--- config.mk ---
export PLATFORM = sky130hd
export DESIGN_NAME = mem_block_initiator
export DESIGN_NICKNAME = d
export VERILOG_FILES = /design/src/rtl/mem_block_initiator.sv
export SDC_FILE = /design/constraint.sdc
export NUM_CORES = 1
export LEC_CHECK = 0
export ABC_CLOCK_PERIOD_IN_PS = 2500
export BUFFER_PORTS_ARGS = -buffer_cell sky130_fd_sc_hd__buf_2
export CAP_MARGIN = 20
export CORE_AREA = 2 2 421 423
export CTS_CLUSTER_DIAMETER = 100
export DETAILED_ROUTE_END_ITERATION = 8
export DIE_AREA = 0 0 423 425
export PLACE_DENSITY = 0.35
export SYNTH_ARGS = -nofsm -noshare
export SYNTH_HDL_FRONTEND = slang
export SYNTH_SLANG_ARGS = --single-unit
--- constraint.sdc ---
create_clock -name clk -period 2.5 [get_ports clk]
set_clock_uncertainty 0.05 [all_clocks]
set_input_delay 0.25 -clock clk [delete_from_list [all_inputs] [get_ports clk]]
set_output_delay 0.25 -clock clk [all_outputs]
set_load 0.05 [all_outputs]
--- src/rtl/mem_block_initiator.sv ---
// Cache-side requester for the block memory: optional victim writeback, then refill.
// Every memory operation starts with a one-cycle address kick so the memory sees a change.
module mem_block_initiator #(
  parameter int DATA_WIDTH         = 32,
  parameter int ADDR_WIDTH         = 10,
  parameter int BLOCK_OFFSET_WIDTH = 3,
  localparam int BLOCK_SIZE        = 1 << BLOCK_OFFSET_WIDTH
) (
  input  logic                             clk,
  input  logic                             rst,
  input  logic                             req_valid,
  output logic                             req_ready,
  input  logic [ADDR_WIDTH-1:0]            req_addr,
  input  logic                             req_dirty,
  input  logic [ADDR_WIDTH-1:0]            req_wb_addr,
  input  logic [BLOCK_SIZE*DATA_WIDTH-1:0] req_wb_data,
  output logic                             resp_valid,
  output logic [BLOCK_SIZE*DATA_WIDTH-1:0] resp_data,
  output logic [ADDR_WIDTH-1:0]            mem_addr,
  output logic                             mem_we,
  output logic [BLOCK_SIZE*DATA_WIDTH-1:0] mem_block_din,
  input  logic                             mem_valid,
  input  logic [BLOCK_SIZE*DATA_WIDTH-1:0] mem_block_dout,
  output logic [15:0]                      last_latency
);

  localparam logic [ADDR_WIDTH-1:0] KICK_BIT    = ADDR_WIDTH'(1) << BLOCK_OFFSET_WIDTH;
  localparam logic [ADDR_WIDTH-1:0] OFFSET_MASK = KICK_BIT - ADDR_WIDTH'(1);

  typedef enum logic [2:0] {
    IDLE    = 3'd0,
    WB_KICK = 3'd1,
    WB_WAIT = 3'd2,
    RD_KICK = 3'd3,
    RD_WAIT = 3'd4,
    RESP    = 3'd5
  } state_t;

  state_t                           state_q, state_d;
  logic [ADDR_WIDTH-1:0]            rd_addr_q, rd_addr_d;
  logic [ADDR_WIDTH-1:0]            wb_addr_q, wb_addr_d;
  logic                             seen_low_q, seen_low_d;
  logic [15:0]                      lat_q, lat_d;
  logic                             resp_valid_q, resp_valid_d;
  logic [BLOCK_SIZE*DATA_WIDTH-1:0] resp_data_q, resp_data_d;
  logic [ADDR_WIDTH-1:0]            mem_addr_q, mem_addr_d;
  logic                             mem_we_q, mem_we_d;
  logic [BLOCK_SIZE*DATA_WIDTH-1:0] mem_din_q, mem_din_d;
  logic [15:0]                      last_lat_q, last_lat_d;

  function automatic logic [ADDR_WIDTH-1:0] block_base(input logic [ADDR_WIDTH-1:0] a);
    return a & ~OFFSET_MASK;
  endfunction

  // Next-state and registered-output computation.
  always_comb begin
    state_d      = state_q;
    rd_addr_d    = rd_addr_q;
    wb_addr_d    = wb_addr_q;
    seen_low_d   = seen_low_q;
    resp_valid_d = 1'b0;
    resp_data_d  = resp_data_q;
    mem_addr_d   = mem_addr_q;
    mem_we_d     = mem_we_q;
    mem_din_d    = mem_din_q;
    last_lat_d   = last_lat_q;
    if ((state_q != IDLE) && (lat_q != 16'hFFFF)) begin
      lat_d = lat_q + 16'd1;
    end else begin
      lat_d = lat_q;
    end

    case (state_q)
      IDLE: begin
        if (req_valid) begin
          rd_addr_d = block_base(req_addr);
          wb_addr_d = block_base(req_wb_addr);
          mem_din_d = req_wb_data;
          lat_d     = 16'd0;
          if (req_dirty) begin
            state_d    = WB_KICK;
            mem_addr_d = block_base(req_wb_addr) ^ KICK_BIT;
          end else begin
            state_d    = RD_KICK;
            mem_addr_d = block_base(req_addr) ^ KICK_BIT;
          end
        end else begin
          state_d = IDLE;
        end
      end
      WB_KICK: begin
        seen_low_d = 1'b0;
        mem_addr_d = wb_addr_q;
        mem_we_d   = 1'b1;
        state_d    = WB_WAIT;
      end
      // A high mem_valid before it has been seen low belongs to the previous operation.
      WB_WAIT: begin
        if (!mem_valid) begin
          seen_low_d = 1'b1;
        end else if (seen_low_q) begin
          mem_addr_d = rd_addr_q ^ KICK_BIT;
          mem_we_d   = 1'b0;
          state_d    = RD_KICK;
        end else begin
          seen_low_d = seen_low_q;
        end
      end
      RD_KICK: begin
        seen_low_d = 1'b0;
        mem_addr_d = rd_addr_q;
        state_d    = RD_WAIT;
      end
      RD_WAIT: begin
        if (!mem_valid) begin
          seen_low_d = 1'b1;
        end else if (seen_low_q) begin
          resp_data_d  = mem_block_dout;
          resp_valid_d = 1'b1;
          state_d      = RESP;
        end else begin
          seen_low_d = seen_low_q;
        end
      end
      RESP: begin
        last_lat_d = lat_d;
        state_d    = IDLE;
      end
      default: begin
        mem_we_d = 1'b0;
        state_d  = IDLE;
      end
    endcase
  end

  // State and output registers with synchronous reset.
  always_ff @(posedge clk) begin
    if (rst) begin
      state_q      <= IDLE;
      rd_addr_q    <= '0;
      wb_addr_q    <= '0;
      seen_low_q   <= 1'b0;
      lat_q        <= 16'd0;
      resp_valid_q <= 1'b0;
      resp_data_q  <= '0;
      mem_addr_q   <= '0;
      mem_we_q     <= 1'b0;
      mem_din_q    <= '0;
      last_lat_q   <= 16'd0;
    end else begin
      state_q      <= state_d;
      rd_addr_q    <= rd_addr_d;
      wb_addr_q    <= wb_addr_d;
      seen_low_q   <= seen_low_d;
      lat_q        <= lat_d;
      resp_valid_q <= resp_valid_d;
      resp_data_q  <= resp_data_d;
      mem_addr_q   <= mem_addr_d;
      mem_we_q     <= mem_we_d;
      mem_din_q    <= mem_din_d;
      last_lat_q   <= last_lat_d;
    end
  end

  assign req_ready     = (state_q == IDLE);
  assign resp_valid    = resp_valid_q;
  assign resp_data     = resp_data_q;
  assign mem_addr      = mem_addr_q;
  assign mem_we        = mem_we_q;
  assign mem_block_din = mem_din_q;
  assign last_latency  = last_lat_q;

endmodule
==> results of run 1 <==
==> flip-flops by register name, summed over array words and instances (netlist names) <==
register       count
wb_addr_q          7
lat_q             16
resp_data        256
mem_block_din    256
mem_addr           7
last_latency      16
rd_addr_q          7
seen_low_q         1
mem_we             1
state_q            3
resp_valid         1
==> what timing repair did <==
item | CTS | global route
pin swaps | 0 | 0
endpoints found under the setup margin | 1 | 2
endpoints found under the hold margin | 542 | 0
gates resized for setup | 1 | 1
hold buffers | 531 | 0
==> cells in the mapped netlist, types with 2 or more instances <==
| cell | instances |
|---|---|
| nor3_1 | 7 |
| or3_1 | 3 |
| and4_1 | 2 |
| dfxtp_1 | 571 |
| buf_2 | 49 |
| clkbuf_1 | 136 |
| a311oi_1 | 10 |
| nor2_1 | 33 |
| o41ai_1 | 2 |
| buf_1 | 6 |
| xnor2_1 | 2 |
| nand3b_1 | 5 |
| o21bai_1 | 2 |
| nor2b_1 | 6 |
| mux2i_1 | 3 |
| inv_1 | 5 |
| or4_1 | 8 |
| nand2_1 | 1073 |
| nand3_1 | 6 |
| nand4_1 | 4 |
| o221ai_1 | 6 |
| o21ai_0 | 6 |
| or2_2 | 2 |
| buf_4 | 3 |
| a21o_1 | 2 |
| a21oi_1 | 558 |
| a211oi_1 | 2 |
| mux2_2 | 6 |
| o31ai_1 | 9 |
| nand2b_1 | 3 |
| a31oi_1 | 3 |
| nor4b_1 | 2 |
==> tightest hold or removal path, stage by stage <==
cell,delay (ns)
buf_2,0.30
nand2b_1,0.16
a21oi_1,0.06
==> final timing paths <==
check / startpoint / endpoint / slack (ns) / cells after the start
worst max-delay path: state_q[2] / mem_block_din[16] / 0.20 / 7
worst min-delay path: req_dirty / state_q[1] / 0.09 / 3
worst max register to register: state_q[2] / mem_block_din[16] / 0.20 / 7
worst min register to register: mem_block_din[53] / mem_block_din[53] / 0.40 / 2
==> where the power goes <==
group          total, mW  internal, mW  switching (mW)
clock network       12.0          7.23            4.80
registers           9.65          9.46           0.191
logic               4.18          1.50            2.69
==> cell families (layout without fill, tap and decap cells) <==
family                   count (synthesis)  in the layout  synth area share (%)
AND/OR/NAND/NOR                       1164           1164                  22.7
AO/OA/AOI/OAI                          607            607                  15.8
flip-flops                             571            571                  56.8
buffers and inverters                  199           1831                  4.07
multiplexers                             9              9                 0.485
XOR/XNOR                                 3              3                 0.131
adder cells (fa/ha/maj)                  1              1                0.0622
other                                    1              8                0.0186
==> routing by layer <==
| metal | vias to the layer above | wire length, um |
|---|---|---|
| met1 | 10872 | 46500 |
| met3 | 161 | 7330 |
| li1 | 11509 | - |
| met2 | 587 | 57000 |
| met4 | 10 | 3910 |
| met5 | - | 71 |
==> layout make-up <==
| type | instances | area [um2] |
|---|---|---|
| multi-input cells | 1787 | 7920 |
| well taps | 2340 | 2930 |
| diodes | 5 | 12.5 |
| clock buffers | 114 | 2300 |
| fillers | 19906 | 139000 |
| flip-flops and latches | 571 | 11400 |
| inverters | 5 | 18.8 |
| clock inverters | 32 | 454 |
| repair buffers | 1680 | 11600 |
==> per-stage QoR <==
step / total power [mW] / instance area [um2]
floorplan: 11.9 / 20100
global placement: 13.4 / 28600
detailed placement: 13.4 / 28600
CTS: 26.5 / 36700
global route: 27.1 / 36700
finish: 25.9 / 36700
==> results.py, run 1 <==
metrics = {
    "outcome": {
        "status": "complete, no violations",
    },
    "sta": {
        "period_minus_slack_ns": 2.30,
        "fin_ws_ns": 0.199,
        "finalHoldViolations": 0,
        "slew_viol_final": 0,
        "rsz0062_at_grt": "no",
        "finalSetupViolations": 0,
        "slew_headroom_pct": 50.3,
        "finalCritPeriodShare_pct": 92.0,
        "max_freq_mhz": 435,
        "final.setup.tns_ns": 0,
        "whs_ns": 0.0893,
        "worst_slew_pin_slew_ns": 0.743,
    },
    "worst_setup_path": {
        "start_kind": "register",
        "crit_chain": "buf_4, nor3_4, nand2_4, buf_12, nand2_1, a21oi_1, dlygate4sd3_1",
        "endpoint_kind": "register",
        "worst-path-max-fanout": 56,
        "slowest_stage": "dlygate4sd3_1",
        "cp_data_required_time_ns": 3.01,
        "setup.worst_path.class": "register to register",
        "cp_slowest_stage_delay_ns": 0.57,
        "path_buf_inv": 3,
        "crit_family": "buffers and inverters",
        "cp.arrival_ns": 2.81,
    },
    "clock_network": {
        "numCtsBuffers": 81,
        "max-clock-path-buffers": 3,
        "cts_tree": "built",
        "htree_num_levels": 3,
        "cts.reportedPaths.clkPinSlew_ns": 0.05,
        "cts_sinks": 571,
        "postCtsSetupRepairBufs": 0,
        "root_buffer": "clkbuf_16",
        "clk_latency_ns": 0.68,
    },
    "route": {
        "first_pass_iters": 5,
        "wire_per_inst_um": 17.6,
        "wirelength_um": 115000,
        "drc": 0,
        "ant_nets": 0,
        "via_per_inst": 3.54,
        "dr_total_vias": 23139,
        "drt_iter0_markers": 1126,
    },
    "logic_synthesis": {
        "synth_top_area_share_pct": 56.8,
        "synthDistinctLibCells": 52,
        "ys_seq_area_share_pct": 56.8,
        "synth_area_leaders": "dfxtp_1 57%, nand2_1 20%, a21oi_1 14%",
        "synthCells": 2555,
        "synth-main-ff-cell": "dfxtp_1",
        "avgSynthCellArea_um2": 7.88,
        "netlist_area_mm2": 0.0201,
        "synth-edff-count": 0,
        "synth_top_area_cell": "dfxtp_1",
        "ys_warn_count": 0,
        "async_flop_share_pct": 0,
        "synth_seq_cells": 571,
    },
    "power_and_ir_drop": {
        "ir_drop_mv": 0.470,
        "p_leak_nw": 15.6,
        "p_per_area_mw_per_mm2": 705,
    },
    "floorplanning": {
        "ios": 1078,
        "dieArea_mm2": 0.180,
        "initial_core_util_pct": 11.5,
        "core_area_mm2": 0.175,
        "num_rows": 154,
        "die_w_um": 423,
        "die_h_um": 425,
    },
    "global_routing": {
        "overflow": 0,
        "top_usage_layer": "met2",
        "grt_pass1_vias": 23032,
        "use_met1_pct": 14.0,
        "grt_usage_pct": 12.2,
        "grt_pass1_wl_um": 160000,
        "antenna_found_initial": 16,
        "met3_usage_pct": 3.67,
        "grt_max_degree": 82,
        "met2_usage_pct": 20.9,
    },
    "placed_design": {
        "dpl.cell_count": 5852,
        "gp_congestion": 0.877,
        "post-place-ws_ns": 0.162,
        "dpl.hpwl_um": 88800,
        "port-buffer-count": 1068,
    },
    "cells_and_area": {
        "layout_common_cells": "1072 x nand2_1, 1067 x buf_2, 571 x dfxtp_1, 558 x a21oi_1, 531 x dlygate4sd3_1",
        "fin_nets": 4664,
        "fin_util_pct": 20.9,
        "drive_gt1_share_pct": 30.9,
        "syn_to_final_growth_pct": 82.3,
        "final_common_cell": "nand2_1",
        "fin_cells": 6534,
    },
    "hold_path": {
        "worstHoldPathType": "input pin to register",
    },
    "job": {
        "maxCapViolations": 0,
    },
}
Note: power is estimated with default switching activity, not from simulation.
==> run 2, diff against run 1 <==
--- a/config.mk
+++ b/config.mk
@@ -5,7 +5,7 @@
 export SDC_FILE = /design/constraint.sdc
 export NUM_CORES = 1
 export LEC_CHECK = 0
-export ABC_CLOCK_PERIOD_IN_PS = 2500
+export ABC_CLOCK_PERIOD_IN_PS = 2700
 export BUFFER_PORTS_ARGS = -buffer_cell sky130_fd_sc_hd__buf_2
 export CAP_MARGIN = 20
 export CORE_AREA = 2 2 421 423
==> constraint.sdc (replaced) <==
create_clock -name clk -period 2.7 [get_ports clk]
set_clock_uncertainty 0.05 [all_clocks]
set_input_delay 0.27 -clock clk [delete_from_list [all_inputs] [get_ports clk]]
set_output_delay 0.27 -clock clk [all_outputs]
set_load 0.05 [all_outputs]
==> run 2 against run 1 <==
Net effect: utilization fell by 0.11 points; clock power fell by 12%; final area fell by 0.54%; via count rose by 0.18%; die area did not move; global-route usage barely moved; sequential share of layout area rose by 0.17 points.
==> results.py, run 2 (same netlist as run 1, synthesis figures left out) <==
metrics = {
    "placed_design": {
        "post_dp_cell_area_mm2": 0.0286,
        "port-buffer-count": 1068,
        "dpl.hpwl_um": 87900,
        "gp_congestion": 0.883,
    },
    "route": {
        "wirelength_um": 115000,
        "drt_iter0_markers": 1030,
        "ant_nets": 0,
        "drc": 0,
        "wire_per_inst_um": 17.6,
        "dr_total_vias": 23181,
        "first_pass_iters": 5,
        "via_per_inst": 3.55,
    },
    "clock_network": {
        "htree_num_levels": 3,
        "cts_sinks": 571,
        "root_buffer": "clkbuf_16",
        "postCtsSetupRepairBufs": 0,
        "max-clock-path-buffers": 3,
        "cts.reportedPaths.clkPinSlew_ns": 0.06,
        "clk_latency_ns": 0.69,
        "cts_tree": "built",
        "numCtsBuffers": 79,
    },
    "cells_and_area": {
        "final_common_cell": "nand2_1",
        "design_area_mm2": 0.0365,
        "fin_nets": 4661,
        "layout_common_cells": "1072 x nand2_1, 1067 x buf_2, 571 x dfxtp_1, 558 x a21oi_1, 530 x dlygate4sd3_1",
        "syn_to_final_growth_pct": 81.3,
        "drive_gt1_share_pct": 30.8,
    },
    "worst_setup_path": {
        "endpoint_kind": "output port",
        "rr_startpoint": "state_q[2]",
        "reg2reg_slack_ns": 0.32,
        "cp_data_required_time_ns": 2.38,
        "worst-path-max-fanout": 9,
        "ff2ff_path_depth": 5,
        "start_kind": "register",
        "cp.arrival_ns": 2.13,
        "setup.worst_path.class": "register to output port",
        "reg2reg_to": "resp_data[49]",
    },
    "floorplanning": {
        "ios": 1078,
        "num_rows": 154,
        "die_w_um": 423,
        "initial_core_util_pct": 11.5,
        "die_h_um": 425,
        "core_area_mm2": 0.175,
        "dieArea_mm2": 0.180,
    },
    "hold_path": {
        "worstHoldPathType": "input pin to register",
        "worst_hold_path.endpoint": "mem_block_din[23]",
        "hold_depth": 2,
        "hp-start": "rst",
    },
    "sta": {
        "finalHoldViolations": 0,
        "finalSetupViolations": 0,
        "final.setup.tns_ns": 0,
        "worst_slew_pin_slew_ns": 0.885,
        "period_minus_slack_ns": 2.45,
        "slew_headroom_pct": 41.0,
        "max_freq_mhz": 408,
        "rsz0062_at_grt": "no",
        "whs_ns": 0.0938,
        "slew_viol_final": 0,
        "finalCritPeriodShare_pct": 90.9,
    },
    "global_routing": {
        "met3_usage_pct": 4.03,
        "grt_max_degree": 101,
        "overflow": 0,
        "grt_usage_pct": 12.2,
        "use_met1_pct": 14.1,
        "grt_pass1_vias": 22728,
        "grt_pass1_wl_um": 160000,
        "top_usage_layer": "met2",
        "met2_usage_pct": 20.5,
        "antenna_found_initial": 28,
    },
    "power_and_ir_drop": {
        "p_leak_nw": 15.5,
        "ir_drop_mv": 0.407,
        "p_per_area_mw_per_mm2": 640,
    },
    "outcome": {
        "status": "complete, no violations",
    },
    "job": {
        "maxCapViolations": 0,
    },
}
-- run 2: cell count changes in the layout (fill, tap and decap cells not counted), moves of 2 or more --
cell,before,now
clkinv_4,2,0
inv_6,7,5
bufinv_16,7,3
clkbuf_8,13,15
diode_2,5,11
clkinvlp_4,0,3
clkinv_8,0,3
inv_16,4,0
clkinv_2,11,8
-- run 2: worst max path at each step --
stage	slack (ns)	depth (start not counted)	startpoint	endpoint
finish	0.25	3	state_q[1]	req_ready
global route	0.04	5	state_q[2]	resp_data[48]
CTS	0.11	3	state_q[1]	req_ready
detailed placement	0.27	5	state_q[2]	resp_data[251]
global placement	0.27	5	state_q[2]	resp_data[53]
floorplan	0.42	7	state_q[2]	mem_block_din[155]
-- run 2: power by group --
part | internal (mW) | switching (mW) | total, mW
clock network | 6.22 | 4.32 | 10.5
registers | 8.76 | 0.177 | 8.93
logic | 1.39 | 2.50 | 3.89
-- run 2: per-layer routing --
metal / vias up / wire (um)
li1: 11487 / -
met1: 10877 / 46000
met2: 635 / 56400
met3: 174 / 8460
met4: 8 / 4180
met5: - / 48
-- run 2: timing repair --
action,in CTS,in global routing
endpoints found under the setup margin,0,0
endpoints found under the hold margin,537,0
hold buffers,530,0
resized for setup,0,0
-- run 2: stage by stage --
stage	setup WS (ns)	total power, mW	std cells	utilization, %
after floorplan	0.418	11.0	2557	-
after global placement	0.273	12.4	5852	16.3
after detailed placement	0.267	12.4	5852	16.3
after CTS	0.108	23.9	6520	20.8
after global routing	0.0449	24.5	6527	20.8
final	0.246	23.4	6531	20.8
-- run 2: critical path: stages (launching register included) --
cell and delay [ns]:
dfxtp_1 0.40, buf_4 0.21, nor3_2 0.39, buf_2 0.43
-- run 2: area by class of cell --
type | count | area (um2)
fill | 19966 | 139000
inverter | 5 | 18.8
antenna | 11 | 27.5
timing repair buffer | 1679 | 11600
clock inverter | 23 | 275
multi-input combinational | 1787 | 7910
tap | 2340 | 2930
sequential | 571 | 11400
clock buffer | 115 | 2300
==> run 3, diff against run 2 <==
==> config.mk (replaced) <==
export PLATFORM = sky130hd
export DESIGN_NAME = mem_block_initiator
export DESIGN_NICKNAME = d
export VERILOG_FILES = /design/src/rtl/mem_block_initiator.sv
export SDC_FILE = /design/constraint.sdc
export NUM_CORES = 1
export LEC_CHECK = 0
export ABC_CLOCK_PERIOD_IN_PS = 2200
export BUFFER_PORTS_ARGS = -buffer_cell sky130_fd_sc_hd__buf_2
export CAP_MARGIN = 20
export CORE_AREA = 2 2 424 426
export CTS_CLUSTER_DIAMETER = 100
export DETAILED_ROUTE_END_ITERATION = 8
export DIE_AREA = 0 0 426 428
export PLACE_DENSITY = 0.36
export SYNTH_ARGS = -nofsm -noshare
export SYNTH_HDL_FRONTEND = slang
export SYNTH_SLANG_ARGS = --single-unit
==> constraint.sdc (replaced) <==
create_clock -name clk -period 2.2 [get_ports clk]
set_clock_uncertainty 0.05 [all_clocks]
set_input_delay 0.22 -clock clk [delete_from_list [all_inputs] [get_ports clk]]
set_output_delay 0.22 -clock clk [all_outputs]
set_load 0.05 [all_outputs]
==> run 3 against run 2 <==
Net effect: routed wire length rose by 1.3%; critical path depth rose by 3; final area rose by 0.60%; die area rose by 1.4%; via count rose by 0.24%; sequential cell count did not move; register-to-register slack got worse by 0.16 ns; sequential share of layout area fell by 0.18 points; worst setup slack got worse by 0.084 ns; clock power rose by 28%; combinational power rose by 23%.
==> results.py, run 3 (same netlist as run 1, synthesis figures left out) <==
metrics = {
    "worst_setup_path": {
        "crit_family": "buffers and inverters",
        "path_buf_inv": 3,
        "cp-startpoint": "state_q[0]",
        "worst-path-max-fanout": 64,
        "endpoint_kind": "register",
        "cp_data_required_time_ns": 2.78,
        "rr_startpoint": "state_q[0]",
        "slowest_stage": "dfxtp_1",
        "crit_path_frequent_cell": "buf_4",
        "cp_slowest_stage_delay_ns": 0.39,
        "start_kind": "register",
        "setup.worst_path.class": "register to register",
        "cp.arrival_ns": 2.61,
        "crit_chain": "buf_4, nor4b_2, buf_4, buf_12, nand2_1, a21oi_1",
    },
    "global_routing": {
        "grt_pass1_wl_um": 162000,
        "overflow": 0,
        "grt_usage_pct": 12.2,
        "grt_max_degree": 84,
        "grt_pass1_vias": 22873,
        "antenna_found_initial": 20,
    },
    "route": {
        "via_per_inst": 3.55,
        "drc": 0,
        "wire_per_inst_um": 17.8,
        "first_pass_iters": 5,
        "drt_iter0_markers": 1000,
        "ant_nets": 0,
        "dr_total_vias": 23237,
        "wirelength_um": 117000,
    },
    "sta": {
        "worst_slew_pin_slew_ns": 0.572,
        "slew_headroom_pct": 61.8,
        "finalSetupViolations": 0,
        "final.setup.tns_ns": 0,
        "finalCritPeriodShare_pct": 92.6,
        "finalHoldViolations": 0,
        "slew_viol_final": 0,
        "period_minus_slack_ns": 2.04,
        "rsz0062_at_grt": "no",
        "max_freq_mhz": 491,
    },
    "placed_design": {
        "dpl.hpwl_um": 89700,
        "post_dp_cell_area_mm2": 0.0287,
        "dpl.cell_count": 5871,
        "gp_congestion": 0.845,
        "port-buffer-count": 1068,
    },
    "job": {
        "maxCapViolations": 0,
    },
    "cells_and_area": {
        "fin_nets": 4665,
        "layout_common_cells": "1072 x nand2_1, 1066 x buf_2, 570 x dfxtp_1, 558 x a21oi_1, 529 x dlygate4sd3_1",
        "syn_to_final_growth_pct": 82.4,
        "fillers": 20146,
        "design_area_mm2": 0.0367,
        "drive_gt1_share_pct": 31.0,
        "fin_cells": 6553,
        "final_common_cell": "nand2_1",
    },
    "clock_network": {
        "max-clock-path-buffers": 3,
        "numCtsBuffers": 79,
        "cts_sinks": 571,
        "clk_latency_ns": 0.69,
        "cts_tree": "built",
        "root_buffer": "clkbuf_16",
        "htree_num_levels": 3,
        "cts.reportedPaths.clkPinSlew_ns": 0.05,
    },
    "hold_path": {
        "hp-start": "req_dirty",
        "worstHoldPathType": "input pin to register",
    },
    "power_and_ir_drop": {
        "p_int_mw": 20.4,
        "p_per_area_mw_per_mm2": 793,
        "ir_drop_mv": 0.571,
        "combPwrFrac_pct": 16.4,
        "p_clk_share_pct": 46.0,
        "pwr-share-seq_pct": 37.6,
        "netSwitchingFraction_pct": 29.8,
        "p_leak_nw": 15.6,
        "switchingPower_mw": 8.68,
    },
    "floorplanning": {
        "dieArea_mm2": 0.182,
        "ios": 1078,
        "die_w_um": 426,
        "num_rows": 155,
        "initial_core_util_pct": 11.3,
        "core_area_mm2": 0.178,
        "die_h_um": 428,
    },
    "outcome": {
        "status": "complete, no violations",
    },
}
==> run 3: changes by cell type in the layout (fill, tap and decap cells not counted), sizes merged <==
| cell | change |
|---|---|
| bufinv | +2 |
| clkinvlp | +1 |
| clkbuf | +4 |
| dlygate4sd3 | -1 |
| clkinv | -2 |
| buf | +5 |
| inv | +1 |
| diode | -3 |
==> run 3: routing by layer <==
layer / up-vias / wire length [um] / global-route usage, %
met3: 147 / 6940 / 3.45
met4: 12 / 3420 / 4.80
met1: 11022 / 48300 / 14.3
li1: 11496 / - / -
met5: - / 81 / 0
met2: 560 / 57800 / 20.9
==> run 3: power groups by stage <==
stage	combinational (mW)	clock (mW)	sequential [mW]
after detailed placement	4.01	0	11.2
final	4.77	13.4	11.0
after CTS	4.87	14.0	11.0
after global placement	4.02	0	11.2
after floorplan	1.05	0	12.4
after global routing	5.08	14.3	11.0
==> run 3: cell type report <==
class / count / area, um2 / area share [%]
tap: 2355 / 2950 / 8.03
multi-input combinational: 1787 / 7920 / 21.6
sequential: 571 / 11400 / 31.1
clock buffer: 119 / 2340 / 6.37
timing repair buffer: 1683 / 11700 / 31.7
antenna: 8 / 20.0 / 0.0545
inverter: 5 / 18.8 / 0.0511
clock inverter: 25 / 374 / 1.02
==> run 3: final timing paths <==
check / to / slack [ns] / cells after the start
worst max-delay path: mem_block_din[117] / 0.16 / 6
worst min-delay path: state_q[1] / 0.06 / 3
worst max register to register: mem_block_din[117] / 0.16 / 6
worst min register to register: mem_block_din[96] / 0.40 / 2
==> run 3: repair_timing <==
item	4_1_cts	5_1_grt
setup endpoints to repair	2	5
resized for setup	3	2
endpoints found under the hold margin	537	0
pin swaps	1	0
buffers inserted	1	0
hold buffers	529	0
==> run 3: tightest hold or removal path, delay by kind of cell <==
family          cells  cell delay, ns
buf+inv             1            0.31
simple gates        1            0.16
compound gates      1            0.06
==> run 3: stage by stage <==
stage	setup WS, ns	hold WS, ns	power (mW)	util, %
6_report	0.163	0.0595	29.1	20.7
5_1_grt	0.0193	0.0451	30.4	20.7
4_1_cts	0.0615	0.00586	29.8	20.6
3_5_place_dp	-0.0119	0.392	15.2	16.1
3_3_place_gp	-0.0592	0.389	15.2	16.1
2_1_floorplan	0.204	0.306	13.5	-
